<file path="src/rtl/uart_word_tx.sv">
`timescale 1ns/1ps
// uart_word_tx: buffers 32-bit words in a small FIFO and serialises 1-4 bytes
// of each word, little-endian, onto a UART line (8N1, idle high).
// Optional feature macro: UART_WORD_TX_PARITY_EN adds an even parity bit (8E1).
module uart_word_tx #(
  parameter int CLK_FREQ   = 100000000,
  parameter int BAUD       = 128000,
  parameter int FIFO_DEPTH = 4
) (
  input  logic                          fpga_clk,
  input  logic                          fpga_rst,
  input  logic                          in_valid,
  output logic                          in_ready,
  input  logic [31:0]                   in_data,
  input  logic [1:0]                    in_bytes,
  output logic                          tx,
  output logic                          busy,
  output logic                          word_done,
  output logic [$clog2(FIFO_DEPTH):0]   fifo_count
);

  localparam int CLKS_PER_BIT = CLK_FREQ / BAUD;
  localparam int CNT_W        = $clog2(CLKS_PER_BIT);
  localparam int PTR_W        = $clog2(FIFO_DEPTH);
  localparam int COUNT_W      = PTR_W + 1;

  localparam logic [CNT_W-1:0]   CNT_LAST   = CNT_W'(CLKS_PER_BIT - 1);
  localparam logic [CNT_W-1:0]   CNT_PENULT = CNT_W'(CLKS_PER_BIT - 2);
  localparam logic [CNT_W-1:0]   CNT_ONE    = CNT_W'(1);
  localparam logic [COUNT_W-1:0] FULL_CNT   = COUNT_W'(FIFO_DEPTH);
  localparam logic [COUNT_W-1:0] COUNT_ONE  = COUNT_W'(1);
  localparam logic [PTR_W-1:0]   PTR_ONE    = PTR_W'(1);

  typedef enum logic [2:0] {
    S_IDLE,
    S_LOAD,
    S_START,
    S_DATA,
    S_STOP
`ifdef UART_WORD_TX_PARITY_EN
    , S_PARITY
`endif
  } state_t;

  state_t               state_q, state_d;
  logic [CNT_W-1:0]     baud_cnt_q, baud_cnt_d;
  logic [2:0]           bit_idx_q, bit_idx_d;
  logic [1:0]           byte_cnt_q, byte_cnt_d;
  logic [31:0]          shift_q, shift_d;
  logic                 tx_q, tx_d;
  logic                 word_done_q, word_done_d;
  logic [PTR_W-1:0]     wr_ptr_q, wr_ptr_d;
  logic [PTR_W-1:0]     rd_ptr_q, rd_ptr_d;
  logic [COUNT_W-1:0]   count_q, count_d;
  logic [33:0]          mem_q [FIFO_DEPTH];

  logic                 push;
  logic                 pop;
  logic                 bit_end;
  logic [33:0]          head;
  logic [7:0]           cur_byte;
  logic [2:0]           next_idx;

  assign in_ready   = (count_q != FULL_CNT);
  assign busy       = (count_q != '0) || (state_q != S_IDLE);
  assign tx         = tx_q;
  assign word_done  = word_done_q;
  assign fifo_count = count_q;

  // FIFO bookkeeping: pushes come from the handshake, the FSM pops in LOAD.
  always_comb begin
    push     = in_valid && in_ready;
    pop      = (state_q == S_LOAD);
    head     = mem_q[rd_ptr_q];
    wr_ptr_d = push ? wr_ptr_q + PTR_ONE : wr_ptr_q;
    rd_ptr_d = pop ? rd_ptr_q + PTR_ONE : rd_ptr_q;
    count_d  = count_q;
    case ({push, pop})
      2'b10:   count_d = count_q + COUNT_ONE;
      2'b01:   count_d = count_q - COUNT_ONE;
      default: count_d = count_q;
    endcase
  end

  // Transmit FSM next state: bit timing, byte sequencing and line level.
  always_comb begin
    state_d     = state_q;
    baud_cnt_d  = '0;
    bit_idx_d   = bit_idx_q;
    byte_cnt_d  = byte_cnt_q;
    shift_d     = shift_q;
    tx_d        = tx_q;
    word_done_d = 1'b0;
    cur_byte    = shift_q[7:0];
    next_idx    = bit_idx_q + 3'd1;
    bit_end     = (baud_cnt_q == CNT_LAST);

    if (state_q != S_IDLE && state_q != S_LOAD) begin
      baud_cnt_d = bit_end ? '0 : baud_cnt_q + CNT_ONE;
    end

    case (state_q)
      S_IDLE: begin
        tx_d = 1'b1;
        if (count_q != '0) state_d = S_LOAD;
      end
      S_LOAD: begin
        shift_d    = head[31:0];
        byte_cnt_d = head[33:32];
        bit_idx_d  = 3'd0;
        tx_d       = 1'b0;
        state_d    = S_START;
      end
      S_START: begin
        if (bit_end) begin
          tx_d    = cur_byte[0];
          state_d = S_DATA;
        end
      end
      S_DATA: begin
        if (bit_end) begin
          if (bit_idx_q == 3'd7) begin
`ifdef UART_WORD_TX_PARITY_EN
            tx_d    = ^cur_byte;
            state_d = S_PARITY;
`else
            tx_d    = 1'b1;
            state_d = S_STOP;
`endif
          end else begin
            bit_idx_d = next_idx;
            tx_d      = cur_byte[next_idx];
          end
        end
      end
`ifdef UART_WORD_TX_PARITY_EN
      S_PARITY: begin
        if (bit_end) begin
          tx_d    = 1'b1;
          state_d = S_STOP;
        end
      end
`endif
      S_STOP: begin
        if (baud_cnt_q == CNT_PENULT && byte_cnt_q == 2'd0) word_done_d = 1'b1;
        if (bit_end) begin
          if (byte_cnt_q != 2'd0) begin
            shift_d    = {8'h00, shift_q[31:8]};
            byte_cnt_d = byte_cnt_q - 2'd1;
            bit_idx_d  = 3'd0;
            tx_d       = 1'b0;
            state_d    = S_START;
          end else if (count_q != '0) begin
            state_d = S_LOAD;
          end else begin
            state_d = S_IDLE;
          end
        end
      end
      default: begin
        tx_d    = 1'b1;
        state_d = S_IDLE;
      end
    endcase
  end

  // Word storage; contents are don't-care until written, so no reset needed.
  always_ff @(posedge fpga_clk) begin
    if (push) mem_q[wr_ptr_q] <= {in_bytes, in_data};
  end

  // State registers; reset forces the line idle and discards everything queued.
  always_ff @(posedge fpga_clk or negedge fpga_rst) begin
    if (!fpga_rst) begin
      state_q     <= S_IDLE;
      baud_cnt_q  <= '0;
      bit_idx_q   <= 3'd0;
      byte_cnt_q  <= 2'd0;
      shift_q     <= 32'h0;
      tx_q        <= 1'b1;
      word_done_q <= 1'b0;
      wr_ptr_q    <= '0;
      rd_ptr_q    <= '0;
      count_q     <= '0;
    end else begin
      state_q     <= state_d;
      baud_cnt_q  <= baud_cnt_d;
      bit_idx_q   <= bit_idx_d;
      byte_cnt_q  <= byte_cnt_d;
      shift_q     <= shift_d;
      tx_q        <= tx_d;
      word_done_q <= word_done_d;
      wr_ptr_q    <= wr_ptr_d;
      rd_ptr_q    <= rd_ptr_d;
      count_q     <= count_d;
    end
  end

endmodule

</file>
<file path="config.mk">
export PLATFORM = sky130hd
export DESIGN_NAME = uart_word_tx
export DESIGN_NICKNAME = d
export VERILOG_FILES = /design/src/rtl/uart_word_tx.sv
export SDC_FILE = /design/constraint.sdc
export NUM_CORES = 1
export LEC_CHECK = 0
export ABC_AREA = 1
export BUFFER_PORTS_ARGS = -buffer_cell sky130_fd_sc_hd__buf_2
export CAP_MARGIN = 5
export CELL_PAD_IN_SITES_DETAIL_PLACEMENT = 0
export CELL_PAD_IN_SITES_GLOBAL_PLACEMENT = 1
export CORE_ASPECT_RATIO = 0.6
export CORE_MARGIN = 2
export CORE_UTILIZATION = 30
export CTS_BUF_LIST = sky130_fd_sc_hd__clkbuf_2
export DETAILED_ROUTE_END_ITERATION = 12
export MAX_ROUTING_LAYER = met4
export PLACE_DENSITY = 0.52
export SLEW_MARGIN = 20
export SYNTH_ARGS = -nofsm -noshare
export SYNTH_HDL_FRONTEND = slang
export SYNTH_SLANG_ARGS = --single-unit
export TNS_END_PERCENT = 30
</file>
<file path="constraint.sdc">
create_clock -name fpga_clk -period 2.6 [get_ports fpga_clk]
set_clock_uncertainty 0.15 [all_clocks]
set_input_delay 0.52 -clock fpga_clk [delete_from_list [all_inputs] [get_ports fpga_clk]]
set_output_delay 0.52 -clock fpga_clk [all_outputs]
set_load 0.01 [all_outputs]
</file>
==> qor.csv, run 1 <==
metric,value,unit
Total GRT Usage,15.5,%
Post-synth EDFFs,136,
Synth Area in Adders,1.74,%
Buf/Inv on CP,2,
Max Slew Vio Count,0,
CTS max path bufs,2,
Final Core Density,35.4,%
register-to-register setup slack,350,ps
largest family of logic cells by synthesized area,simple AND/OR/NAND/NOR gates,
unrepaired setup endpoints after global routing,yes,
CP Depth,5,
core region area,0.0275,mm²
Hold Path Class,input port to flop,
multi-input logic area,0.00239,mm²
Inserted Clock Buffers,17,
critical path's slowest cell,dfrtp_2,
Post-DRT Antenna Nets,0,
Crit. End Element,output pin,
share of layout cells above drive strength 1,16.2,%
final hold slack,298,ps
Critical Path Most Common Cell,nor2_4,
Total Power,6.42,mW
Cell Rows,47,
Post-Place Worst Slack,366,ps
status,"finished, final reports clean",
CP max stage delay,480,ps
post-synth top area share,49.0,%
initial core utilization,30.4,%
critical path class,flop to output pin,
clock latency on the worst-skew pair,810,ps
die extent in y,133,µm
crit path time final,2420,ps
Post-Synth XOR/XNOR Area,0.735,%
"Arr. time, crit path",1750,ps
via count,5670,
Synth Net Count,832,
hpwl dp,12900,µm
Sink Count,195,
CTS tree,yes,
Mapped Cells,784,
CP required,1930,ps
Worst Tran Pin Value,947,ps
largest cells by area after synthesis,"edfxtp_1, dfrtp_1, nand2_1, nand3_1, o21ai_0",
Leak,3.95,nW
Max Clk Rate,0.413,GHz
Vias per Instance,4.52,
Synth Register Bits,195,
vias in the first global route,5465,
Synth Flop Type,edfxtp_1,
Die X,219,µm
"Hold Vio Cnt, Final",0,
Routed WL,20900,µm
Root Buffer,clkbuf_2,
Register Area,0.00557,mm²
Ys Warns,0,
most frequent cells after synthesis,"nand2_1, edfxtp_1, nand3_1",
routability cong.,0.751,
Die Area,0.0292,mm²
post-synthesis mux area share,0,%
P&R area growth vs syn,16.4,%
first-pass GRT wire length,32400,µm
io pins,44,
Iteration-0 DRC Markers,309,
fillers,2755,
Compound-Gate Fraction of Synth Area,5.77,%
fin nets,922,
maximum VDD drop,286,µV
Worst slew margin,36.2,%
Post-route DRC,0,
Worst Path Max Fanout,2,
register area share after synthesis,66.7,%
pin count of the biggest net entering global routing,70,
cell area after synthesis,0.00834,mm²
Worst-path clk slew,250,ps
post-synth cell types,33,
crit-path cells,nor2_4 -> nand2_2 -> nor2_4 -> inv_2 -> buf_6,
simple-gate area share of the yosys netlist,19.8,%
Post-synth ARST share,30.3,%
worst-case reg-to-reg path depth,9,
hold depth,2,
# setup viols final,0,
most numerous cell in the Yosys netlist,nand2_1,
pwr dens,661,mW/mm²
initial antenna violation count,1,
H-Tree Depth,4,
Synth area leader,edfxtp_1,
TritonRoute pass-1 iters,5,
Startpoint Class,flop,
syn_area_per_cell,10.6,µm²
maxcap violations,0,
critical path's top delay family,flip-flops,
Final Worst Setup Slack,176,ps
# port buffers,43,
total congestion overflow,0,
wire length per cell,16.7,µm
final period utilization,93.2,%
[what timing repair did]
action,in CTS,in global routing
gates resized for setup,9,4
hold endpoints to repair,199,0
setup buffers,9,1
hold buffers,38,0
pin swaps,2,2
setup endpoints to repair,1,1
[layer usage]
metal | global-route usage, % | up-vias | share of wire [%]
met3 | 3.04 | 14 | 4.0
met5 | - | - | 0
met2 | 20.6 | 100 | 41
met4 | 4.84 | 0 | 0.96
met1 | 23.5 | 2755 | 54
li1 | - | 2801 | -
[kinds of logic after synthesis]
group / Yosys count
and+or+nand+nor: 386
DFF: 195
buffers and inverters: 99
AOI/OAI and AO/OA: 86
adders and majority gates: 11
xor gates and xnor gates: 7
[cell type report]
cell class | instances | share of cell area (%)
well taps | 367 | 4.73
clock inverters | 11 | 1.15
diodes | 1 | 0.0258
inverters | 64 | 2.52
multi-input cells | 490 | 24.6
repair buffers | 106 | 8.59
clock buffers | 21 | 1.08
flip-flops and latches | 195 | 57.3
[cell usage in the layout, fill, tap and decap left out, types with 2 or more instances in the layout]
cell / Yosys / layout
nand2_2: 9 / 10
edfxtp_1: 136 / 136
inv_2: 4 / 8
inv_1: 58 / 54
nor2_2: 2 / 2
nand4_1: 4 / 4
nor2_4: 0 / 6
buf_12: 2 / 4
nand3_1: 99 / 98
buf_4: 4 / 21
buf_2: 12 / 43
a21oi_1: 23 / 23
nand3_2: 1 / 2
nor3_1: 4 / 4
xor2_1: 5 / 5
dfrtp_1: 58 / 55
bufinv_16: 0 / 2
o21ai_1: 2 / 2
clkinv_1: 1 / 4
ha_1: 10 / 10
inv_6: 1 / 2
nand2_1: 228 / 227
dfrtp_2: 0 / 3
dlygate4sd3_1: 0 / 37
nor2_1: 36 / 30
clkbuf_2: 0 / 21
o21ai_2: 10 / 10
o21ai_0: 49 / 49
clkinv_2: 0 / 3
xnor2_1: 2 / 2
[final timing paths]
check / start / end
min: in_data[29] / mem_q[0][29]
max reg2reg: rd_ptr_q[1] / byte_cnt_q[0]
max in group asynchronous: fpga_rst / rd_ptr_q[0]
min reg2reg: tx / tx
min in group asynchronous: fpga_rst / tx
max: state_q[2] / busy
[stage by stage]
| stage | area [µm²] | cells | setup TNS (ps) |
|---|---|---|---|
| final | 9710 | 1255 | 0 |
| after floorplan | 8340 | 784 | -39850 |
| after global routing | 9710 | 1255 | -38.2 |
| after CTS | 9700 | 1253 | 0 |
| after detailed placement | 9010 | 1174 | 0 |
| after global placement | 9010 | 1174 | 0 |
[flip-flops by register name (all words and copies together) (netlist names), 2 cells and up]
signal / flops
byte_cnt_q: 2
state_q: 3
bit_idx_q: 3
baud_cnt_q: 10
fifo_count: 3
wr_ptr_q: 2
shift_q: 32
mem_q: 136
rd_ptr_q: 2
[report_power, final]
part	total [mW]	internal, mW	switching (mW)
logic	1.02	0.345	0.672
clock network	1.47	0.447	1.02
registers	3.94	3.83	0.108
total	6.42	4.62	1.80
Power figures use the tool's default switching activity.
==> inputs of run 2 (changes only) <==
CORE_UTILIZATION = 46   (was 30)
PLACE_DENSITY = 0.76   (was 0.52)
==> qor.csv, run 2 (synthesized netlist as in run 1, its figures left out) <==
metric,value,unit
status,"finished, final reports clean",
Post-Place Worst Slack,483,ps
crit-path cells,nor2_2 -> buf_4 -> nand2_2 -> nor2_4 -> inv_1 -> buf_2,
initial core utilization,46.5,%
Inserted Clock Buffers,17,
via count,5685,
Max Slew Vio Count,0,
Worst-path clk slew,270,ps
# port buffers,43,
P&R area growth vs syn,13.7,%
total congestion overflow,0,
Leak,3.89,nW
unrepaired setup endpoints after global routing,no,
placed cell area,0.00886,mm²
Startpoint Class,flop,
H-Tree Depth,4,
io pins,44,
Sink Count,195,
Crit. End Element,output pin,
critical path's slowest cell,dfrtp_2,
Buf/Inv on CP,3,
Worst Path Max Fanout,2,
first-pass GRT wire length,29400,µm
vias in the first global route,5575,
Final Worst Setup Slack,172,ps
critical path's top delay family,flip-flops,
routability cong.,0.858,
crit path time final,2430,ps
die extent in y,108,µm
CTS tree,yes,
biggest regs,"mem_q (136), shift_q (32), baud_cnt_q (10)",
CP max stage delay,480,ps
Iteration-0 DRC Markers,447,
final period utilization,93.4,%
Post-DRT Antenna Nets,0,
Final Core Density,52.9,%
"Hold Vio Cnt, Final",0,
Non-Filler Instances,1119,
maximum VDD drop,331,µV
CP required,1930,ps
# setup viols final,0,
critical path class,flop to output pin,
Max Clk Rate,0.412,GHz
setup TNS,0,ps
CTS max path bufs,2,
CP Depth,6,
Worst Tran Pin Value,807,ps
Routed WL,18100,µm
pin count of the biggest net entering global routing,60,
placed instance count,1048,
hpwl dp,11300,µm
"Arr. time, crit path",1760,ps
Hold Path Class,input port to flop,
ANT cells,0,
hold depth,4,
Biggest register,mem_q,
Die X,178,µm
core region area,0.0179,mm²
Vias per Instance,5.08,
wire length per cell,16.1,µm
Cell Rows,38,
share of layout cells above drive strength 1,15.8,%
clock latency on the worst-skew pair,750,ps
maxcap violations,0,
initial antenna violation count,0,
Largest register FFs,136,
Total GRT Usage,20.9,%
fin area,0.00948,mm²
Die Area,0.0193,mm²
pwr dens,663,mW/mm²
fin nets,914,
most frequent cells in the layout,"nand2_1, edfxtp_1, nand3_1, inv_1, dfrtp_1",
TritonRoute pass-1 iters,7,
worst-case reg-to-reg path depth,8,
Worst slew margin,45.6,%
"most common cell after layout, fill and taps aside",nand2_1,
Root Buffer,clkbuf_2,
Post-route DRC,0,
==> run 2: metal layers <==
layer	track usage, %	vias up	share of wire [%]
met5	-	-	0
met2	30.1	137	43
met4	5.15	0	1.1
met1	30.4	2736	50
met3	4.43	19	5.3
li1	-	2793	-
==> run 2: worst min-delay path: stages <==
cell and delay, ps:
buf_2 90, nand2_1 90, ha_1 210, xnor2_1 70
==> run 2: repair_timing <==
item                       4_1_cts  5_1_grt
hold buffers                    35        0
pin swaps                        0        1
setup buffers                    3        1
resized for setup                3        7
hold endpoints to repair       168        0
setup endpoints to repair        1        1
==> run 2: power by group <==
part / leakage [nW] / switching [mW] / internal [mW]
combinational: 1.82 / 0.616 / 0.314
clock: 0.128 / 1.05 / 0.364
sequential: 1.94 / 0.116 / 3.83
==> run 2: final cells by class <==
cell class                      instances  area, µm²
Sequential cell                       195       5570
Clock inverter                         14        131
Tap cell                              240        300
Inverter                               64        245
Multi-Input combinational cell        490       2390
Fill cell                            1558       8440
Clock buffer                           18       90.1
Timing Repair Buffer                   98        766
==> run 2: final timing paths <==
| path | slack [ps] | end | startpoint |
|---|---|---|---|
| max reg2reg | 430 | shift_q[10] | rd_ptr_q[0] |
| min in group asynchronous | 110 | fifo_count[1] | fpga_rst |
| min | 90 | fifo_count[0] | in_valid |
| max in group asynchronous | 1450 | shift_q[28] | fpga_rst |
| min reg2reg | 350 | tx | tx |
| max | 170 | busy | state_q[2] |
==> run 2: stage by stage <==
step	total power, mW	hold WS [ps]
final	6.29	90.5
after global routing	6.62	26.1
after CTS	6.35	27.2
after detailed placement	4.91	318
after global placement	4.87	304
after floorplan	4.46	74.4
